File: src/rtl/dmem_arbiter.sv
// Round-robin arbiter sharing the data BRAM between the core LSU and the loader.
// Also decodes the board LED register and routes one-cycle read responses.
module dmem_arbiter #(
  parameter int unsigned    AW       = 12,
  parameter logic [AW-1:0]  LED_ADDR = '1
) (
  input  logic          clk,
  input  logic          rst_n,
  input  logic          m0_req,
  input  logic          m0_we,
  input  logic [AW-1:0] m0_addr,
  input  logic [31:0]   m0_wdata,
  input  logic [3:0]    m0_be,
  output logic          m0_gnt,
  output logic          m0_rvalid,
  output logic [31:0]   m0_rdata,
  input  logic          m1_req,
  input  logic          m1_we,
  input  logic [AW-1:0] m1_addr,
  input  logic [31:0]   m1_wdata,
  input  logic [3:0]    m1_be,
  output logic          m1_gnt,
  output logic          m1_rvalid,
  output logic [31:0]   m1_rdata,
  output logic          mem_en,
  output logic [3:0]    mem_we,
  output logic [AW-1:0] mem_addr,
  output logic [31:0]   mem_wdata,
  input  logic [31:0]   mem_rdata,
  output logic [15:0]   leds
);

  logic          last_q;
  logic          vld_q;
  logic          port_q;
  logic          isled_q;
  logic [15:0]   snap_q;
  logic [15:0]   leds_q;
  logic [15:0]   leds_d;
  logic [31:0]   r0_q;
  logic [31:0]   r1_q;

  logic          any_gnt;
  logic          sel;
  logic          s_we;
  logic [AW-1:0] s_addr;
  logic [31:0]   s_wdata;
  logic [3:0]    s_be;
  logic          s_led;
  logic [31:0]   resp;

  // Contention goes to the port that did not win last time.
  assign m0_gnt  = m0_req & (~m1_req | last_q);
  assign m1_gnt  = m1_req & (~m0_req | ~last_q);
  assign any_gnt = m0_gnt | m1_gnt;
  assign sel     = m1_gnt;

  assign s_we    = sel ? m1_we    : m0_we;
  assign s_addr  = sel ? m1_addr  : m0_addr;
  assign s_wdata = sel ? m1_wdata : m0_wdata;
  assign s_be    = sel ? m1_be    : m0_be;
  assign s_led   = (s_addr == LED_ADDR);

  assign mem_en    = any_gnt & ~s_led;
  assign mem_we    = (mem_en & s_we) ? s_be : 4'b0000;
  assign mem_addr  = s_addr;
  assign mem_wdata = s_wdata;

  always_comb begin
    leds_d = leds_q;
    if (any_gnt && s_led && s_we) begin
      if (s_be[0]) leds_d[7:0]  = s_wdata[7:0];
      if (s_be[1]) leds_d[15:8] = s_wdata[15:8];
    end
  end

  assign leds = leds_q;

  assign resp      = isled_q ? {16'h0, snap_q} : mem_rdata;
  assign m0_rvalid = vld_q & ~port_q;
  assign m1_rvalid = vld_q & port_q;
  assign m0_rdata  = m0_rvalid ? resp : r0_q;
  assign m1_rdata  = m1_rvalid ? resp : r1_q;

  // snap_q takes the pre-write LED value seen at the grant edge.
  always_ff @(posedge clk or negedge rst_n) begin
    if (!rst_n) begin
      last_q  <= 1'b1;
      vld_q   <= 1'b0;
      port_q  <= 1'b0;
      isled_q <= 1'b0;
      snap_q  <= 16'h0;
      leds_q  <= 16'h0;
      r0_q    <= 32'h0;
      r1_q    <= 32'h0;
    end else begin
      if (any_gnt) last_q <= sel;
      vld_q   <= any_gnt & ~s_we;
      port_q  <= sel;
      isled_q <= s_led;
      snap_q  <= leds_q;
      leds_q  <= leds_d;
      if (m0_rvalid) r0_q <= resp;
      if (m1_rvalid) r1_q <= resp;
    end
  end

endmodule

File: config.mk
export PLATFORM = sky130hd
export DESIGN_NAME = dmem_arbiter
export DESIGN_NICKNAME = d
export VERILOG_FILES = /design/src/rtl/dmem_arbiter.sv
export SDC_FILE = /design/constraint.sdc
export NUM_CORES = 1
export LEC_CHECK = 0
export CORE_MARGIN = 1
export CORE_UTILIZATION = 40
export DETAILED_ROUTE_END_ITERATION = 8
export PLACE_DENSITY = 0.83
export SLEW_MARGIN = 25
export SYNTH_ARGS = -nofsm -noshare
export SYNTH_HDL_FRONTEND = slang
export SYNTH_SLANG_ARGS = --single-unit
File: constraint.sdc
create_clock -name clk -period 4.4 [get_ports clk]
set_clock_uncertainty 0.05 [all_clocks]
set_input_delay 0.88 -clock clk [delete_from_list [all_inputs] [get_ports clk]]
set_output_delay 0.88 -clock clk [all_outputs]
set_load 0.005 [all_outputs]
==> Word level (Yosys, flattened, before mapping) <==
Index checks and enable logic that the tools add are counted.
{ "word_totals": {"ff_bits": 100, "latchBits": 0, "ram_bits": 0, "rom_bits": 0, "in_bits": 134, "output_inout_bits": 133, "wordCells": 38, "memories": 0} }
{ "classes": {"n_addsub": 0, "mul": 0, "div": 0, "n_lt_le_gt_ge": 0, "eq_ne": 1, "shifts": 0, "n_mux": 8, "n_bitwise": 16, "n_reduce_logical": 4} }
{ "op_table": {"columns": ["operator", "count"], "rows": [
  ["two-way mux 32 bit", 4],
  ["equality test 12 bit, second input constant", 1],
  ["two-way mux 12 bit", 1],
  ["two-way mux 4 bit", 2],
  ["AND 1 bit", 7],
  ["inverter 1 bit", 6],
  ["AND reduction 2 bit", 2],
  ["bitwise OR 1 bit", 3],
  ["logical AND 1 bit", 2],
  ["two-way mux 1 bit", 1]
]} }

==> Logic depth before layout (Yosys ltp) <==
{ "depth": {"depth_word": 9, "ltp_mapped": 8, "mapped_depth_nobuf": 5} }

==> Worst setup path before layout <==
Ideal clock, no wire load.
{ "synth_path": {"kind": "input port to output port", "start": "input m1_req", "end": "output mem_addr[0]", "t_arrival_ns": 1.959, "t_required_ns": 3.470, "setup_slack_ns": 1.511, "path_stages": 8, "n_path_buf": 4, "cell_sequence": "a21bo_1 -> buf_6 -> inv_2 -> buf_2 -> buf_2 -> buf_2 -> nand2_1 -> nand2_1"} }
{ "synth_via": {"elab_chain_cells": 2} }
{ "synth_rtl": {"columns": ["element", "line", "rtl"], "rows": [
  ["from (decl)", "17", "input logic m1_req,"],
  ["AND 1 bit", "54", "assign m1_gnt = m1_req & (~m0_req | ~last_q);"],
  ["named net m1_gnt", "22", "output logic m1_gnt,"],
  ["two-way mux 12 bit", "59", "assign s_addr = sel ? m1_addr : m0_addr;"],
  ["to (decl)", "27", "output logic [AW-1:0] mem_addr,"]
]} }
The timed path passes the listed nets, and every way through them passes these cells.

==> Final worst setup path <==
{ "layout_path": {"start": "input m1_req", "end": "output mem_we[1]"} }
{ "layout_via": {"elab_chain_cells": 7, "word_cells_on_any_way": 13, "classes_between": "1 x eq/ne; 4 x mux; 8 x bitwise"} }
{ "layout_rtl": {"columns": ["element", "line", "rtl"], "rows": [
  ["AND 1 bit or inverter 1 bit (tied branches)", "54, 53", null],
  ["two-way mux 12 bit or bitwise OR 1 bit (tied branches)", "59, 53", null],
  ["equality test 12 bit or AND 1 bit (tied branches)", "62, 53", null],
  ["inverter 1 bit or bitwise OR 1 bit (tied branches)", "64, 55", null],
  ["AND 1 bit", "64", "assign mem_en = any_gnt & ~s_led;"],
  ["AND 1 bit", "65", "assign mem_we = (mem_en & s_we) ? s_be : 4'b0000;"],
  ["two-way mux 4 bit *", "65", null],
  ["to (decl)", "26", "output logic [3:0] mem_we,"]
]} }
Every way passes the cells marked *; elsewhere a longest branch is shown, timed or not.

==> flow_metrics.tcl <==
set metrics [dict create \
    status "finished clean" \
    crit_chain "clkdlybuf4s50_1, a21bo_1, inv_2, buf_4, a32o_1, nand2_1, nor2_1, clkdlybuf4s50_1" \
    track_usage_pct 23.9 \
    power_density_nw_per_um2 355 \
    ys_seq_elements 100 \
    critPathLaunch "m1_req" \
    clkTransAtPathRegs_ns 0.08 \
    finalHoldViolCount 0 \
    rr_startpoint "last_q" \
    cts_tree "done" \
    via_count 4213 \
    worstSkewPairLatency_ns 0.35 \
    io_buffer_count 266 \
    ctsResizeCount 0 \
    wl_mm 13.5 \
    ys.warnings.count 0 \
    remaining_drc_errors 0 \
    clockRootBuffer "clkbuf_8" \
    cp_common_cell "clkdlybuf4s50_1" \
    dieArea_um2 11400 \
    rsz0062_at_grt "false" \
    seq_area_frac_synth_pct 57.1 \
    p_leak_nw 3.41 \
    synth_nets 608 \
    slowest_delay_ns 0.53 \
    required_ns 3.47 \
    grt_max_degree 75 \
    htreeDepth 3 \
    drt-initial-drc-count 191 \
    cts_buffers 9 \
    critPathKind "input pin to primary output" \
    crit_path_end_kind "primary output" \
    fmax_mhz 256 \
    fin_crit_ns 3.91 \
    worst-path-stages 8 \
    crit_path_start_kind "input pin" \
    ios 267 \
    dpl_worst_slack_ns 0.484 \
    cp_slowest_cell "clkdlybuf4s50_1" \
    maxSlewViolCount 0 \
    antenna_found_initial 0 \
    crit_end "mem_we[1]" \
    netlist_instances 474 \
    cp_max_fo 21 \
    crit_buf_inv 4 \
    ys_types 24 \
    r2r-end "leds[5]" \
    postRouteAntennaNets 0 \
    setup-tns-final_ns 0 \
    cts_hold_buf 0 \
    area_delta_synth_final_pct 68.1 \
    dr.pass1.iters 4 \
    coreArea_um2 10500 \
    place_hpwl_mm 10.5 \
    gr-total-overflow 0 \
    cts_setup_buffers 0 \
    worstPathArrival_ns 2.98 \
    place_congestion 0.834 \
    n_antenna_cell 0 \
    clock-sinks 100 \
    viasPerCell 4.85 \
    tightest_slew_ns 0.924 \
    clockBufferDepth 2 \
    start_util_pct 41.9 \
    drive_above_1_share_pct 6.42 \
    maxCapViolations 0 \
    fin_crit_sh_pct 88.8 \
    syn-cell-area_um2 4390 \
    num_rows 37 \
    fin_ws_ns 0.492 \
    finalSetupViolCount 0 \
    die_y_um 107 \
    rr_worst_depth 5 \
    reg2reg_slack_ns 2.14 \
    fin_util_pct 70.5 \
    fin_nets 862 \
    grt_pass1_wl_mm 21.3 \
    min_path_type "register to register" \
    ir_worst_vdd_uv 188 \
    syn_area_per_cell_um2 9.26 \
    path_delay_family "buffers and inverters" \
    wl_per_cell_um 15.6 \
    grt_pass1_vias 4322 \
    fp.dieW_um 107 \
    relSlewSlack_pct 38.4 \
]
per-stage QoR:
step	power [W]	instance area [um^2]	cells	hold WS [ns]
2_1_floorplan	0.00139	4390	474	0.341
3_3_place_gp	0.00197	7140	853	0.332
3_5_place_dp	0.00200	7140	853	0.338
4_1_cts	0.00264	7370	868	0.361
5_1_grt	0.00277	7380	868	0.379
6_report	0.00262	7380	868	0.353
synthesized netlist by cell type:
cell        n  area share, %
o21ai_0    65            7.4
a32o_1      1           0.23
buf_1       2           0.17
a21bo_1     1           0.23
nor4_4      2           0.97
inv_1       4           0.34
mux2i_1    18            4.1
dfstp_2     1           0.60
nor2_1      4           0.34
buf_6       1           0.26
o211ai_2    2           0.57
inv_2       1          0.085
nand2_1   200             17
buf_2       6           0.68
nor3_1      2           0.23
nand4_1     6           0.86
mux2_1      2           0.51
mux2_2     16            4.1
a22oi_1     1           0.17
clkbuf_1   20            1.7
nand2b_1   18            2.6
dfrtp_1    99             56
o22ai_1     1           0.14
or2_2       1           0.14
metal layers:
| layer | global-route usage, % | part of all wire, % | vias to the layer above |
|---|---|---|---|
| met4 | 9.00 | 2.2 | 0 |
| li1 | - | - | 2047 |
| met1 | 27.3 | 39 | 1960 |
| met2 | 43.0 | 51 | 184 |
| met3 | 5.84 | 7.1 | 22 |
| met5 | 0 | 0 | - |
power breakdown:
| group | leakage, nW | switching, W | total [W] | internal (W) |
|---|---|---|---|---|
| Clock | 0.113 | 0.000300 | 0.000636 | 0.000336 |
| Combinational | 2.02 | 0.000357 | 0.000866 | 0.000508 |
| Sequential | 1.28 | 0.0000462 | 0.00111 | 0.00107 |
area by class of cell:
cell class / count / area (um^2)
fill: 795 / 3080
clock inverter: 5 / 86.3
timing repair buffer: 272 / 2710
tap: 136 / 170
clock buffer: 10 / 138
inverter: 5 / 18.8
sequential: 100 / 2500
multi-input combinational: 340 / 1760
kinds of logic after synthesis:
family,count (synthesis),share of synthesized area (%)
flops,100,57.1
buf+inv,34,3.25
simple gates,233,22.2
mux,36,8.73
compound gates,71,8.75
sequential cells by signal, indices dropped and copies added, names as in the netlist:
name,count
vld_q,1
isled_q,1
port_q,1
last_q,1
leds,16
r0_q,32
snap_q,16
r1_q,32
cell usage in the layout, fill, tap and decap left out, types with 3 or more instances in the layout:
| cell type | n |
|---|---|
| mux2_2 | 16 |
| clkdlybuf4s50_1 | 265 |
| nand2_1 | 199 |
| mux2i_1 | 18 |
| clkinv_4 | 3 |
| nand4_1 | 6 |
| nand2b_1 | 17 |
| inv_1 | 4 |
| clkbuf_8 | 10 |
| buf_4 | 7 |
| nor2_1 | 4 |
| o21ai_0 | 65 |
| dfrtp_1 | 99 |
worst reg2reg max path, stage by stage (launching register included):
cell      delay [ns]
dfstp_2         0.55
a21bo_1         0.23
buf_4           0.33
mux2_2          0.40
o211ai_2        0.20
mux2_2          0.40
how the worst min path moves through the flow:
stage	startpoint	endpoint	slack, ns	cells after the start
floorplan	leds[0]	snap_q[0]	0.34	0
finish	leds[13]	snap_q[13]	0.35	0
global route	leds[15]	snap_q[15]	0.38	0
detailed placement	leds[13]	snap_q[13]	0.34	0
CTS	leds[3]	snap_q[3]	0.36	0
global placement	leds[3]	snap_q[3]	0.33	0
No activity file was read; power rests on OpenSTA's default activity.
